<file path="src/rtl/serial_addsub_ctrl_pkg.sv">
// ============================================================================
// Module  : serial_addsub_ctrl_pkg
// Brief   : Shared state encodings, slice width and op codes for serial_addsub_ctrl.
// Rev     : 1.0  initial release
// ============================================================================
`default_nettype none

package serial_addsub_ctrl_pkg;

  localparam int NIBBLE_W = 4;

  localparam logic OP_ADD = 1'b0;
  localparam logic OP_SUB = 1'b1;

  typedef enum logic [1:0] {
    ST_IDLE = 2'd0,
    ST_RUN  = 2'd1,
    ST_DONE = 2'd2
  } state_t;

endpackage

`default_nettype wire

</file>
<file path="src/rtl/serial_addsub_ctrl_nibble_addsub.sv">
// ============================================================================
// Module  : nibble_addsub (+ full_adder)
// Brief   : Combinational 4-bit ripple add/sub slice; B inverted when sub=1.
// Rev     : 1.0  initial release
// ============================================================================
`default_nettype none

module full_adder (
  input  logic a,
  input  logic b,
  input  logic cin,
  output logic sum,
  output logic cout
);
  assign sum  = a ^ b ^ cin;
  assign cout = (a & b) | (cin & (a ^ b));
endmodule

module nibble_addsub
  import serial_addsub_ctrl_pkg::*;
(
  input  logic [NIBBLE_W-1:0] a,
  input  logic [NIBBLE_W-1:0] b,
  input  logic                sub,
  input  logic                cin,
  output logic [NIBBLE_W-1:0] sum,
  output logic                cout
);
  logic [NIBBLE_W-1:0] w_beff;
  logic [NIBBLE_W:0]   w_c;

  assign w_beff = sub ? ~b : b;
  assign w_c[0] = cin;

  for (genvar i = 0; i < NIBBLE_W; i++) begin : g_fa
    full_adder u_fa (
      .a   (a[i]),
      .b   (w_beff[i]),
      .cin (w_c[i]),
      .sum (sum[i]),
      .cout(w_c[i+1])
    );
  end

  assign cout = w_c[NIBBLE_W];
endmodule

`default_nettype wire

</file>
<file path="src/rtl/serial_addsub_ctrl.sv">
// ============================================================================
// Module  : serial_addsub_ctrl
// Brief   : Nibble-serial adder/subtractor, one shared 4-bit slice, LSB first.
//           Optional signed-overflow output enabled by SERIAL_ADDSUB_OVF_EN.
// Rev     : 1.0  initial release
// ============================================================================
`default_nettype none

module serial_addsub_ctrl
  import serial_addsub_ctrl_pkg::*;
#(
  parameter int NIBBLES = 4
) (
  input  logic                    clk,
  input  logic                    reset,
  input  logic                    start,
  input  logic                    op,
  input  logic [4*NIBBLES-1:0]    A,
  input  logic [4*NIBBLES-1:0]    B,
  output logic                    busy,
  output logic                    done,
  output logic [4*NIBBLES-1:0]    result,
  output logic                    carryout
`ifdef SERIAL_ADDSUB_OVF_EN
  ,
  output logic                    ovf
`endif
);
  localparam int W     = NIBBLE_W * NIBBLES;
  localparam int IDX_W = (NIBBLES > 1) ? $clog2(NIBBLES) : 1;
  localparam logic [IDX_W-1:0] C_LAST = IDX_W'(NIBBLES - 1);

  state_t              r_state;
  logic [W-1:0]        r_a;
  logic [W-1:0]        r_b;
  logic                r_op;
  logic [IDX_W-1:0]    r_idx;
  logic                r_cy;
  logic                r_busy;
  logic                r_done;
  logic [W-1:0]        r_result;
  logic                r_cout;

  logic [NIBBLE_W-1:0] w_a_nib;
  logic [NIBBLE_W-1:0] w_b_nib;
  logic [NIBBLE_W-1:0] w_sum;
  logic                w_cout;
  logic                w_last;

  assign w_a_nib = r_a[r_idx*NIBBLE_W +: NIBBLE_W];
  assign w_b_nib = r_b[r_idx*NIBBLE_W +: NIBBLE_W];
  assign w_last  = (r_idx == C_LAST);

  nibble_addsub u_slice (
    .a   (w_a_nib),
    .b   (w_b_nib),
    .sub (r_op),
    .cin (r_cy),
    .sum (w_sum),
    .cout(w_cout)
  );

`ifdef SERIAL_ADDSUB_OVF_EN
  logic r_ovf;
  logic w_ovf;
  // Operand signs agree but the result sign differs from them.
  assign w_ovf = (r_a[W-1] == (r_b[W-1] ^ r_op)) && (w_sum[NIBBLE_W-1] != r_a[W-1]);
  assign ovf   = r_ovf;
`endif

  always_ff @(posedge clk) begin
    if (reset) begin
      r_state  <= ST_IDLE;
      r_a      <= '0;
      r_b      <= '0;
      r_op     <= OP_ADD;
      r_idx    <= '0;
      r_cy     <= 1'b0;
      r_busy   <= 1'b0;
      r_done   <= 1'b0;
      r_result <= '0;
      r_cout   <= 1'b0;
`ifdef SERIAL_ADDSUB_OVF_EN
      r_ovf    <= 1'b0;
`endif
    end else begin
      r_done <= 1'b0;
      case (r_state)
        ST_IDLE, ST_DONE: begin
          if (start) begin
            r_a    <= A;
            r_b    <= B;
            r_op   <= op;
            r_idx  <= '0;
            r_cy   <= op;  // +1 completes the two's complement of B on subtract
            r_busy <= 1'b1;
            r_state <= ST_RUN;
          end else begin
            r_state <= ST_IDLE;
          end
        end
        ST_RUN: begin
          r_result[r_idx*NIBBLE_W +: NIBBLE_W] <= w_sum;
          r_cy <= w_cout;
          if (w_last) begin
            r_state <= ST_DONE;
            r_busy  <= 1'b0;
            r_done  <= 1'b1;
            r_cout  <= w_cout;
`ifdef SERIAL_ADDSUB_OVF_EN
            r_ovf   <= w_ovf;
`endif
          end else begin
            r_idx <= r_idx + IDX_W'(1);
          end
        end
        default: r_state <= ST_IDLE;
      endcase
    end
  end

  assign busy     = r_busy;
  assign done     = r_done;
  assign result   = r_result;
  assign carryout = r_cout;
endmodule

`default_nettype wire

</file>
<file path="config.mk">
export PLATFORM = sky130hd
export DESIGN_NAME = serial_addsub_ctrl
export DESIGN_NICKNAME = d
export VERILOG_FILES = /design/src/rtl/serial_addsub_ctrl_pkg.sv /design/src/rtl/serial_addsub_ctrl_nibble_addsub.sv /design/src/rtl/serial_addsub_ctrl.sv
export SDC_FILE = /design/constraint.sdc
export NUM_CORES = 1
export LEC_CHECK = 0
export ABC_AREA = 1
export ABC_CLOCK_PERIOD_IN_PS = 3500
export CELL_PAD_IN_SITES_DETAIL_PLACEMENT = 1
export CELL_PAD_IN_SITES_GLOBAL_PLACEMENT = 1
export CORE_ASPECT_RATIO = 0.6
export CORE_MARGIN = 2
export CORE_UTILIZATION = 36
export CTS_CLUSTER_DIAMETER = 60
export DETAILED_ROUTE_END_ITERATION = 8
export PLACE_DENSITY_LB_ADDON = 0.15
export SLEW_MARGIN = 20
export SYNTH_ARGS = -nofsm -noshare
export SYNTH_HDL_FRONTEND = slang
export SYNTH_SLANG_ARGS = --single-unit
</file>
<file path="constraint.sdc">
create_clock -name clk -period 3.5 [get_ports clk]
set_input_delay 0.7 -clock clk [delete_from_list [all_inputs] [get_ports clk]]
set_output_delay 0.7 -clock clk [all_outputs]
set_load 0.01 [all_outputs]
</file>
### Word-level counts from Yosys, hierarchy flattened

Index checks and enable logic that the tools add are counted.
Widths: inputs -> output; s select.

| word-level totals | value |
|---|---|
| flip-flop bits (word level) | 57 |
| latch bits | 0 |
| memory bits (writable) | 0 |
| memory bits (read-only) | 0 |
| input port bits | 36 |
| memories | 0 |

| operators by class | value |
|---|---|
| $add $sub $neg | 2 |
| multipliers | 0 |
| divide/modulo/power cells | 0 |
| $lt $le $gt $ge | 0 |
| eq/ne operators | 6 |
| shift operators | 4 |
| multiplexer cells | 14 |
| bitwise gates (word level) | 22 |
| reduce and logical (&&, ||, !) cells | 9 |

Operator list:

| operator | count |
|---|---|
| $neg 4->34 | 1 |
| $shift 4x34->16 const A | 1 |
| $shiftx 4x34->16 | 1 |
| $shiftx 16x5->4 | 2 |
| $bwmux 16 | 1 |
| $and 1x1->1 | 8 |
| $pmux 2 s2 | 2 |
| $xor 1x1->1 | 8 |
| $mux 2 | 3 |
| $ne 2x2->1 const B | 3 |
| $reduce_and 2->1 | 3 |
| $reduce_and 3->1 | 2 |
| $mux 1 | 5 |
| $eq 2x2->1 const B | 2 |
| $mux 4 | 1 |
| $not 4->4 | 1 |
| $or 1x1->1 | 4 |
| $pmux 1 s2 | 2 |
| $reduce_or 2->1 | 2 |
| $add 2x1->2 const B | 1 |
| $eq 2x1->1 const B | 1 |
| $logic_not 2->1 | 1 |
| $reduce_bool 2->1 | 1 |
| $not 1->1 | 1 |

### Depth between registers and ports, before layout

Gate-level depths: netlist of run 1.

| depth | value |
|---|---|
| depth in word-level cells | 13 |
| gate-level depth with buffers | 20 |
| gate-level depth less buffers | 18 |

### Modules after synthesis

From an unflattened synthesis of run 1, not the netlist that was laid out.

| second synthesis, totals | value |
|---|---|
| cells, all modules | 351 |
| area, all modules | 2636.3 um2 |

Modules (own cells, without submodules):

| module | times used | cells each | area an instance (um2) | seq. area each (um2) |
|---|---|---|---|---|
| serial_addsub_ctrl | 1 | 330 | 2492.4 | 1141.1 |
| full_adder | 4 | 1 | 20.0 | 0.0 |
| nibble_addsub | 1 | 17 | 63.8 | 0.0 |

### Worst setup path after synthesis of run 1

No wires, ideal clock.

| timing | value |
|---|---|
| path type | register to register |
| start | register r_idx[0] |
| end | register r_result[7] (netlist: result[7]) |
| data arrival time | 2.767 ns |
| setup slack | 0.669 ns |
| cell stages (with the launch flop) | 18 |
| period minus slack after synthesis | 2.831 ns |
| cells stage by stage | dfxtp_1 -> buf_6 -> inv_4 -> buf_4 -> o21ai_0 -> o21ai_0 -> fa_1 -> fa_1 -> inv_1 -> fa_1 -> fa_1 -> inv_1 -> nand2_1 -> nor2_2 -> nand2_1 -> nand2_1 -> inv_1 -> nor2_1 |

| between the ends | value |
|---|---|
| longest elaborated chain between the ends | 13 |
| elaborated cells on any way between the ends | 25 |
| classes of those cells | add/sub (1); shift (4); mux (2); bitwise (18) |

RTL lines:

| element | line | text |
|---|---|---|
| start, declared | serial_addsub_ctrl.sv:37 | `logic [IDX_W-1:0] r_idx;` |
| start signal, assigned | serial_addsub_ctrl.sv:114 | `r_idx <= r_idx + IDX_W'(1);` |
| $shiftx 16x5->4 | serial_addsub_ctrl.sv:51 | `assign w_b_nib = r_b[r_idx*NIBBLE_W +: NIBBLE_W];` |
| $not 4->4 | serial_addsub_ctrl_nibble_addsub.sv:32 | `assign w_beff = sub ? ~b : b;` |
| $mux 4 | serial_addsub_ctrl_nibble_addsub.sv:32 |  |
| $xor 1x1->1 | serial_addsub_ctrl_nibble_addsub.sv:15, serial_addsub_ctrl_nibble_addsub.sv:16 |  |
| $and 1x1->1 | serial_addsub_ctrl_nibble_addsub.sv:16 | `assign cout = (a & b) \| (cin & (a ^ b));` |
| $or 1x1->1 | serial_addsub_ctrl_nibble_addsub.sv:16 |  |
| $and 1x1->1 | serial_addsub_ctrl_nibble_addsub.sv:16 |  |
| $or 1x1->1 | serial_addsub_ctrl_nibble_addsub.sv:16 |  |
| $and 1x1->1 | serial_addsub_ctrl_nibble_addsub.sv:16 |  |
| $or 1x1->1 | serial_addsub_ctrl_nibble_addsub.sv:16 |  |
| $xor 1x1->1 | serial_addsub_ctrl_nibble_addsub.sv:15 | `assign sum = a ^ b ^ cin;` |
| $shiftx 4x34->16 | serial_addsub_ctrl.sv:103 | `r_result[r_idx*NIBBLE_W +: NIBBLE_W] <= w_sum;` |
| $bwmux 16 (*) | serial_addsub_ctrl.sv:103 |  |
| end signal, assigned by index | serial_addsub_ctrl.sv:103 |  |
| end, declared | serial_addsub_ctrl.sv:41 | `logic [W-1:0] r_result;` |

Every way passes the cells marked *; elsewhere a longest branch is shown, timed or not.
A chain may end at the register's enable or synchronous reset.

### Final worst setup path of run 1

| timing | value |
|---|---|
| start | register r_idx[0] |
| end | register r_result[11] (netlist: result[11]) |

Same word-level chain as after synthesis.

==> results of run 1 <==
-- per-stage QoR --
step,total power [mW],std cells,utilization [%],worst slack (ns),instance area (um2)
after floorplan,0.985,372,-,0.669,2700
after global placement,1.10,516,44.8,0.576,3250
after detailed placement,1.11,516,44.8,0.391,3250
after CTS,2.13,532,49.5,0.382,3600
after global routing,2.21,532,49.5,0.0217,3600
final,2.11,532,49.5,0.417,3600
-- worst max-delay path, stage by stage (launching register included) --
cell	delay, ns
dfxtp_1	0.52
inv_4	0.20
nand2_1	0.11
nand3_1	0.09
nand3_1	0.11
nand2_1	0.07
fa_1	0.37
fa_1	0.36
inv_1	0.08
fa_1	0.17
fa_1	0.43
inv_1	0.07
nand2_1	0.09
nor2_1	0.14
nand2_1	0.08
a21oi_1	0.12
-- registers in the layout, indices dropped and copies added, names as in the netlist, 2 cells and up --
signal	cells
r_a	16
r_b	16
r_idx	2
r_state	2
result	16
-- final timing paths --
| check | from | to | cells past startpoint |
|---|---|---|---|
| worst max-delay path | r_idx[0] | result[11] | 15 |
| worst min-delay path | result[11] | result[11] | 2 |
| worst max register to register | r_idx[0] | result[11] | 15 |
| worst min register to register | result[11] | result[11] | 2 |
-- layout make-up --
| type | instances | area, um2 | area share, % |
|---|---|---|---|
| well taps | 104 | 130 | 3.61 |
| multi-input cells | 272 | 1320 | 36.6 |
| flip-flops and latches | 57 | 1140 | 31.7 |
| clock buffers | 11 | 243 | 6.74 |
| inverters | 25 | 96.3 | 2.68 |
| clock inverters | 5 | 103 | 2.85 |
| repair buffers | 58 | 571 | 15.8 |
-- power breakdown --
| group | switching (mW) | internal [mW] | leakage, nW |
|---|---|---|---|
| combinational | 0.221 | 0.147 | 0.845 |
| clock | 0.304 | 0.713 | 0.166 |
| sequential | 0.0330 | 0.696 | 0.469 |
| total | 0.558 | 1.56 | 1.48 |
-- cells by family after synthesis --
logic type	count (synthesis)
flops	57
buf+inv	43
fa+ha+maj	10
compound gates	71
simple gates	191
-- placed cells by master, fill, tap and decap left out, types with 6 or more instances in the layout --
master and count:
a21oi_1 17, clkbuf_16 9, clkdlybuf4s50_1 54, dfxtp_1 57
ha_1 6, inv_1 21, nand2_1 67, nand3_1 14
nor2_1 94, o21ai_0 36, o21ai_1 16
-- metal layers --
metal	GRT usage [%]	routed length, um	part of all wire [%]
met5	0	0	0
met4	7.54	103	1.4
met3	5.06	335	4.5
met2	29.2	2980	40
met1	28.4	4090	54
==> results.tsv, run 1 <==
stage	metric	value	unit
logic_synthesis	syn_inst	372	
global_route	grt_pass1_vias	2545	
cts	post_cts_buffers	0	
timing	setup_viol	0	
cts	clockBufferDepth	2	
logic_synthesis	synth_top_family_by_area	simple AND/OR/NAND/NOR gates	
timing	fin_skew	0.00488	ns
drt	route.detailed.drc	0	
logic_synthesis	yosys_warnings	0	
setup_path	cp.arrival	3.33	ns
timing	slew_violations	0	
die	die_y	71.0	um
die	ioPinCount	55	
logic_synthesis	postSynthAreaPerCell	7.25	um2
logic_synthesis	synth-simple-area-share	29.7	%
layout	synthToLayoutAreaGrowth	33.5	%
timing	worst_slew_margin_rel	62.7	%
timing	fmax	324	MHz
logic_synthesis	synth_edf_count	0	
timing	period_share	88.1	%
pwr	p_leak	1.48	nW
logic_synthesis	synthTopCellsByCount	nor2_1, nand2_1, dfxtp_1	
placement	dpl.hpwl	5.31	mm
logic_synthesis	ys.flop_type	dfxtp_1	
drt	wirelength	7.51	mm
die	dieArea	8220	um2
placement	portBuffers	54	
layout	drive_above_1_share	8.88	%
setup_path	setup.worst_path.end_class	flip-flop	
drt	ant_nets	0	
die	die_x	116	um
timing	fin_crit	3.08	ns
die	rows	24	
setup_path	critPathKind	flip-flop to flip-flop	
logic_synthesis	syn-num-nets	418	
logic_synthesis	async_reset_ff_share	0	%
layout	layout.nets	469	
pwr	ir_worst_vdd	0.232	mV
pwr	power_density	587	nW/um2
drt	viasPerCell	4.70	
cts	clkTransAtPathRegs	0.05	ns
timing	holdWs	0.469	ns
logic_synthesis	synth_adder_area_share	5.75	%
global_route	overflow	0	
status	outcome	complete, no violations	
setup_path	path_max_fanout	25	
die	start_util	37.1	%
logic_synthesis	synth_top_area_share	42.3	%
worst_hold_path	hp-class	flip-flop to flip-flop	
setup_path	r2r_slack	0.42	ns
logic_synthesis	synth_cell_types	28	
logic_synthesis	synth_compound_area_share	13.4	%
cts	cts_buffers	9	
logic_synthesis	synth_top_cell_by_area	dfxtp_1	
drt	drtIter0Drc	95	
timing	rsz0062_at_grt	no	
drt	routedWlPerCell	14.1	um
cts	clkLatencyLatePin	0.33	ns
timing	hold_viol	0	
setup_path	cp.required	3.75	ns
global_route	grt_pass1_wl	12.5	mm
cts	cts-resized-gates	0	
cts	clkSinkCount	57	
global_route	antenna_found_initial	0	
layout	nFillCells	933	
die	fp.coreArea	7270	um2
logic_synthesis	synth_most_common_cell	nor2_1	
logic_synthesis	syn-cell-area	2700	um2
logic_synthesis	seq_area_frac_synth	42.3	%
drt	drt_first_pass_iters	4	
logic_synthesis	synth-seq-cells	57	
run	maxCapViolCount	0	
logic_synthesis	synth_area_leaders	dfxtp_1, nor2_1, nand2_1	
timing	tightest_slew	0.558	ns
cts	ctsHoldBuffers	0	
cts	root_buffer	clkbuf_16	
global_route	grt_usage	20.0	%
placement	place_congestion	0.805	
cts	cts_tree	yes	
cts	cts_htree_levels	3	
logic_synthesis	synthXorXnorAreaFrac	0	%
global_route	grt_start_max_net_pins	46	
timing	fin_setup_tns	0	ns
setup_path	cp-start-kind	flip-flop	
logic_synthesis	yosys-mux-area-fraction	0	%
drt	via_count	2503	
layout	antenna_cells	0	
Note: power is estimated with default switching activity, not from simulation.
==> run 2: changes to the inputs <==
--- a/config.mk
+++ b/config.mk
@@ -11,11 +11,14 @@
 export CELL_PAD_IN_SITES_GLOBAL_PLACEMENT = 1
 export CORE_ASPECT_RATIO = 0.6
 export CORE_MARGIN = 2
-export CORE_UTILIZATION = 36
+export CORE_UTILIZATION = 40
 export CTS_CLUSTER_DIAMETER = 60
 export DETAILED_ROUTE_END_ITERATION = 8
+export DONT_BUFFER_PORTS = 1
 export PLACE_DENSITY_LB_ADDON = 0.15
+export REMOVE_ABC_BUFFERS = 1
 export SLEW_MARGIN = 20
 export SYNTH_ARGS = -nofsm -noshare
 export SYNTH_HDL_FRONTEND = slang
+export SYNTH_HIERARCHICAL = 1
 export SYNTH_SLANG_ARGS = --single-unit
==> run 2 against run 1 <==
- worst setup slack got worse by 0.18 ns
- worst hold slack got worse by 0.054 ns
- routed wire length shrank 12%
- critical path type unchanged
- largest cell class unchanged
- highest routed layer unchanged
==> results.tsv, run 2 <==
stage	metric	value	unit	change
timing	tightest_slew	0.939	ns	+0.381 ns
setup_path	slowest_stage	fa_1		
cts	cts_tree	yes		
timing	period_share	93.1	%	+5.0 points
layout	synthToLayoutAreaGrowth	7.07	%	
setup_path	timing.rr.start	r_idx[0]		
logic_synthesis	seq_area_frac_synth	43.3	%	+0.96 points
layout	nFillCells	794		-15%
pwr	p_seq_share	46.9	%	+12 points
drt	wirelength	6.58	mm	-12%
setup_path	reg2regPathDepth	14		-1
logic_synthesis	syn-cell-area	2640	um2	-2.2%
setup_path	cp.arrival	3.54	ns	+0.21 ns
setup_path	crit_cells	14		-1
drt	ant_nets	0		unchanged
setup_path	cp.required	3.78	ns	+0.03 ns
setup_path	reg2reg_to	result[15]		
logic_synthesis	async_reset_ff_share	0	%	unchanged
logic_synthesis	ys.flop_type	dfxtp_1		
placement	dpl.hpwl	4.79	mm	-9.8%
cts	cts_htree_levels	3		unchanged
setup_path	r2r_slack	0.24	ns	-0.18 ns
pwr	p_total	1.55	mW	-27%
placement	placed_area	2650	um2	-18%
die	fp.coreArea	6250	um2	-14%
timing	fin_crit	3.26	ns	+0.175 ns
setup_path	crit_family	adder cells		
setup_path	cp-start-kind	flip-flop		
cts	clockBufferDepth	2		unchanged
logic_synthesis	postSynthAreaPerCell	7.51	um2	+3.6%
setup_path	path_max_fanout	10		-60%
layout	seqCellArea	1140	um2	+0.11%
drt	via_count	2166		-13%
drt	routedWlPerCell	15.1	um	+7.2%
pwr	power_density	550	nW/um2	-6.3%
cts	clkSinkCount	57		unchanged
status	outcome	complete, no violations		
pwr	p_leak	1.13	nW	-24%
die	ioPinCount	55		unchanged
layout	finish.utilization	45.2	%	-4.4 points
die	rows	22		-8.3%
timing	fin_setup_tns	0	ns	unchanged
setup_path	cp_num_buf_inv	2		-1
global_route	grt_pass1_wl	10.9	mm	-13%
logic_synthesis	syn_inst	351		-5.6%
layout	layout_common_cells	nor2_1, nand2_1, dfxtp_1, o21ai_0, a21oi_1		
pwr	switching_share	29.6	%	+3.2 points
cts	post_cts_buffers	0		unchanged
global_route	grt_pass1_vias	2165		-15%
layout	stdcell_area	2820	um2	-22%
die	start_util	42.2	%	+5.1 points
die	die_x	109	um	-6.0%
setup_path	setup.worst_path.end_class	flip-flop		
logic_synthesis	synthTopCellsByCount	nor2_1, nand2_1, dfxtp_1		
drt	drtIter0Drc	145		+53%
cts	clkLatencyLatePin	0.35	ns	+0.02 ns
layout	layout.nets	395		-16%
timing	rsz0062_at_grt	no		
drt	viasPerCell	4.98		+5.8%
setup_path	critPathMaxStageDelay	0.52	ns	about the same
logic_synthesis	yosys_warnings	6		+6
timing	slew_violations	0		unchanged
layout	antenna_cells	0		unchanged
layout	layout.cells.most_common	nor2_1		
logic_synthesis	synth_top_area_share	43.3	%	+0.96 points
pwr	clkPwrFrac	35.3	%	-13 points
logic_synthesis	synth_most_common_cell	nor2_1		
setup_path	path_cells	inv_1 > o21ai_0 > o22ai_1 > inv_1 > nand2_1 > nand2_1 > fa_1 > fa_1 > fa_1 > fa_1 > nand2_1 > nor2_1 > nand2_1 > a21oi_1		
logic_synthesis	synth_top_cell_by_area	dfxtp_1		
timing	hold_viol	0		unchanged
drt	route.detailed.drc	0		unchanged
run	maxCapViolCount	0		unchanged
timing	fin_skew	0.00903	ns	+0.00415 ns
global_route	grt_start_max_net_pins	39		-15%
logic_synthesis	synth-seq-cells	57		unchanged
timing	fmax	307	MHz	-5.4%
cts	clkTransAtPathRegs	0.06	ns	about the same
timing	worst_slew_margin_rel	37.3	%	-25 points
logic_synthesis	synth_area_leaders	dfxtp_1, nor2_1, o21ai_0		
die	dieArea	7280	um2	-11%
setup_path	critPathKind	flip-flop to flip-flop		
logic_synthesis	synth_cell_types	25		-11%
pwr	combPwrFrac	17.7	%	+0.3 points
setup_path	setup.worst_path.start	r_idx[0]		
setup_path	critPathCapture	result[15]		
global_route	grt_usage	20.6	%	+0.58 points
global_route	antenna_found_initial	0		unchanged
die	die_y	66.9	um	-5.8%
timing	holdWs	0.415	ns	-0.0543 ns
placement	portBuffers	0		-100%
timing	setup_viol	0		unchanged
cts	cts_buffers	9		unchanged
layout	drive_above_1_share	9.97	%	+1.1 points
worst_hold_path	hp-class	primary input to flip-flop		
pwr	internal-power	1.09	mW	-30%
logic_synthesis	synth_edf_count	0		unchanged
placement	place_congestion	0.799		-0.83%
cts	root_buffer	clkbuf_8		
pwr	ir_worst_vdd	0.276	mV	+19%
drt	drt_first_pass_iters	4		unchanged
layout	multiInputGateArea	1300	um2	-1.4%
global_route	overflow	0		unchanged
pwr	p_sw	0.459	mW	-18%
[run 2: cell count changes in the layout (fill, tap and decap cells not counted), sizes merged, moves of 3 or more]
cell           change
nand3              -9
nand2              -6
o22ai              +7
inv                -8
clkdlybuf4s50     -54
nor2               -4
bufinv             -3
[run 2: cell type report]
class | count | share of cell area, %
Clock buffer | 13 | 5.98
Sequential cell | 57 | 40.5
Multi-Input combinational cell | 259 | 46.0
Inverter | 17 | 2.53
Tap cell | 84 | 3.72
Timing Repair Buffer | 5 | 1.33
[run 2: what timing repair did]
action / 4_1_cts / 5_1_grt
gates resized for setup: 0 / 1
endpoints found under the setup margin: 0 / 3
hold buffers: 0 / 0
[run 2: worst min-delay path by stage]
stage	startpoint	end	slack (ns)	cells past startpoint
after floorplan	r_b[10]	r_b[10]	0.45	2
after global placement	r_a[10]	r_a[10]	0.46	2
after detailed placement	r_a[10]	r_a[10]	0.47	2
after CTS	reset	result[3]	0.39	1
after global routing	reset	result[4]	0.39	1
final	reset	result[4]	0.41	1
[run 2: routing by layer]
metal  part of all wire, %  vias to the layer above  track usage [%]
met3                   7.3                        4             9.20
li1                      -                     1120                -
met2                    38                       52             27.9
met5                     0                        -                0
met1                    54                      990             28.1
met4                  0.76                        0             7.85
[run 2: per-stage QoR]
step,instances,setup WS [ns]
2_1_floorplan,333,0.00907
3_3_place_gp,422,0.343
3_5_place_dp,422,0.136
4_1_cts,435,0.109
5_1_grt,435,0.00899
6_report,435,0.241
[run 2: kinds of logic (layout without fill, tap and decap cells)]
| family | after synthesis | in the layout | synth area share (%) |
|---|---|---|---|
| compound gates | 79 | 79 | 15.4 |
| fa+ha+maj | 10 | 10 | 5.89 |
| buf+inv | 35 | 35 | 7.50 |
| flops | 57 | 57 | 43.3 |
| simple gates | 170 | 170 | 27.9 |
[run 2: power groups by stage]
stage	Sequential [mW]	Combinational, mW	Clock [mW]
2_1_floorplan	0.735	0.198	0
3_3_place_gp	0.741	0.269	0
3_5_place_dp	0.742	0.279	0
4_1_cts	0.729	0.281	0.567
5_1_grt	0.734	0.321	0.597
6_report	0.729	0.275	0.549
==> run 3: changes to the inputs <==
--- a/config.mk
+++ b/config.mk
@@ -11,7 +11,7 @@
 export CELL_PAD_IN_SITES_GLOBAL_PLACEMENT = 1
 export CORE_ASPECT_RATIO = 0.6
 export CORE_MARGIN = 2
-export CORE_UTILIZATION = 40
+export CORE_UTILIZATION = 25
 export CTS_CLUSTER_DIAMETER = 60
 export DETAILED_ROUTE_END_ITERATION = 8
 export DONT_BUFFER_PORTS = 1
==> run 3 against run 2 <==
- global-route usage down 6.1 points
- worst hold slack improved by 0.017 ns
- die area increased by 57%
- highest routed layer unchanged
==> results.tsv, run 3 (same netlist as run 2, synthesis figures left out) <==
stage	metric	value	unit	change
status	outcome	complete, no violations		
die	start_util	26.2	%	-16 points
drt	ant_nets	0		unchanged
timing	holdWs	0.431	ns	+0.0166 ns
setup_path	path_cells	inv_1 > nor2_1 > o22ai_1 > inv_1 > nand2_1 > nand2_1 > fa_1 > fa_1 > fa_1 > fa_1 > nand2_1 > nor2_1 > nand2_1 > a21oi_1		
drt	viasPerCell	4.54		-8.8%
die	fp.coreArea	10100	um2	+61%
drt	drt_first_pass_iters	4		unchanged
drt	routedWlPerCell	15.6	um	+2.8%
setup_path	cp.arrival	3.46	ns	-0.08 ns
layout	layout_common_cells	nor2_1, nand2_1, dfxtp_1, o21ai_0, a21oi_1		
drt	route.detailed.drc	0		unchanged
timing	hold_viol	0		unchanged
die	die_x	137	um	+26%
placement	placed_area	2720	um2	+2.4%
setup_path	setup.worst_path.start	r_idx[0]		
setup_path	path_max_fanout	10		unchanged
timing	fmax	312	MHz	+1.8%
layout	instances_no_fill	489		+12%
die	dieArea	11400	um2	+57%
setup_path	critPathKind	flip-flop to flip-flop		
setup_path	setup.worst_path.end_class	flip-flop		
cts	ctsHoldBuffers	0		unchanged
global_route	antenna_found_initial	0		unchanged
run	maxCapViolCount	0		unchanged
setup_path	crit_family	adder cells		
global_route	overflow	0		unchanged
timing	rsz0062_at_grt	no		
timing	tightest_slew	0.807	ns	-0.132 ns
layout	layout.cells.most_common	nor2_1		
timing	period_share	91.5	%	-1.6 points
layout	stdcell_area	3010	um2	+6.8%
timing	worst_slew_margin_rel	46.1	%	+8.8 points
placement	dp_cells	473		+12%
timing	fin_setup_tns	0	ns	unchanged
cts	clkTransAtPathRegs	0.05	ns	about the same
pwr	power_density	624	nW/um2	+13%
placement	dpl.hpwl	5.36	mm	+12%
die	die_y	83.5	um	+25%
global_route	grt_pass1_wl	12.6	mm	+16%
timing	slew_violations	0		unchanged
cts	clockBufferDepth	2		unchanged
cts	cts_htree_levels	3		unchanged
cts	cts_buffers	9		unchanged
pwr	p_leak	1.18	nW	+4.3%
placement	place_congestion	0.713		-11%
setup_path	cp_num_buf_inv	2		unchanged
drt	wirelength	7.61	mm	+16%
drt	drtIter0Drc	110		-24%
die	rows	28		+27%
layout	drive_above_1_share	11.3	%	+1.3 points
cts	clkLatencyLatePin	0.33	ns	-0.02 ns
setup_path	slowest_stage	fa_1		
layout	synthToLayoutAreaGrowth	14.3	%	
worst_hold_path	worstHoldStart	reset		
setup_path	critPathMaxStageDelay	0.52	ns	about the same
worst_hold_path	hp-class	primary input to flip-flop		
global_route	grt_start_max_net_pins	39		unchanged
global_route	grt_pass1_vias	2342		+8.2%
drt	via_count	2221		+2.5%
placement	portBuffers	0		unchanged
global_route	grt_usage	14.5	%	-6.1 points
cts	root_buffer	clkbuf_16		
cts	cts_tree	yes		
cts	clkSinkCount	57		unchanged
die	ioPinCount	55		unchanged
timing	setup_viol	0		unchanged
setup_path	timing.rr.start	r_idx[0]		
layout	antenna_cells	0		unchanged
timing	fin_crit	3.20	ns	-0.0570 ns
pwr	ir_worst_vdd	0.263	mV	-4.9%
setup_path	cp-start-kind	flip-flop		
timing	fin_skew	0.00669	ns	-0.00234 ns
layout	layout.nets	395		unchanged
setup_path	cp.required	3.76	ns	-0.02 ns
## run 3: changes by cell type in the layout (fill, tap and decap cells not counted), sizes merged
cell      before  now
clkinvlp       0    3
clkinv         0    3
clkbuf        13    9
bufinv         0    1
## run 3: worst register-to-register path, delay by kind of cell (launching register included)
kind            cells  cell delay, ns
fa+ha+maj           4            1.69
flops               1            0.36
buf+inv             2            0.24
compound gates      2            0.35
simple gates        6            0.50
## run 3: area by class of cell
type	count	area, um2
repair buffers	5	37.5
clock buffers	9	225
fillers	1223	7040
clock inverters	7	71.3
well taps	135	169
inverters	17	71.3
flip-flops and latches	57	1140
multi-input cells	259	1300
## run 3: metal layers
layer  up-vias  GRT usage [%]  share of wire [%]
met3        11           5.46                5.6
met5         -              0                  0
met1      1048           20.7                 54
li1       1121              -                  -
met4         0           4.55                1.4
met2        41           19.7                 39
## run 3: through the flow
stage	total power [mW]	setup slack, ns	utilization (%)
after floorplan	0.933	0.00907	-
after global placement	1.02	0.336	27.0
after detailed placement	1.03	0.197	27.0
after CTS	1.91	0.171	30.0
after global routing	1.99	0.0387	30.0
final	1.88	0.298	30.0
## run 3: timing repair
action | 4_1_cts | 5_1_grt
setup buffers | 0 | 0
endpoints found under the setup margin | 0 | 2
resized for setup | 0 | 1
## run 3: worst paths after layout
path / end / slack [ns] / cells past startpoint
min: result[0] / 0.43 / 1
min reg2reg: r_b[5] / 0.48 / 2
max: result[15] / 0.30 / 14
max reg2reg: result[15] / 0.30 / 14
## run 3: power by group
group	switching (mW)	internal, mW
clock network	0.324	0.548
logic	0.180	0.0977
registers	0.0379	0.693
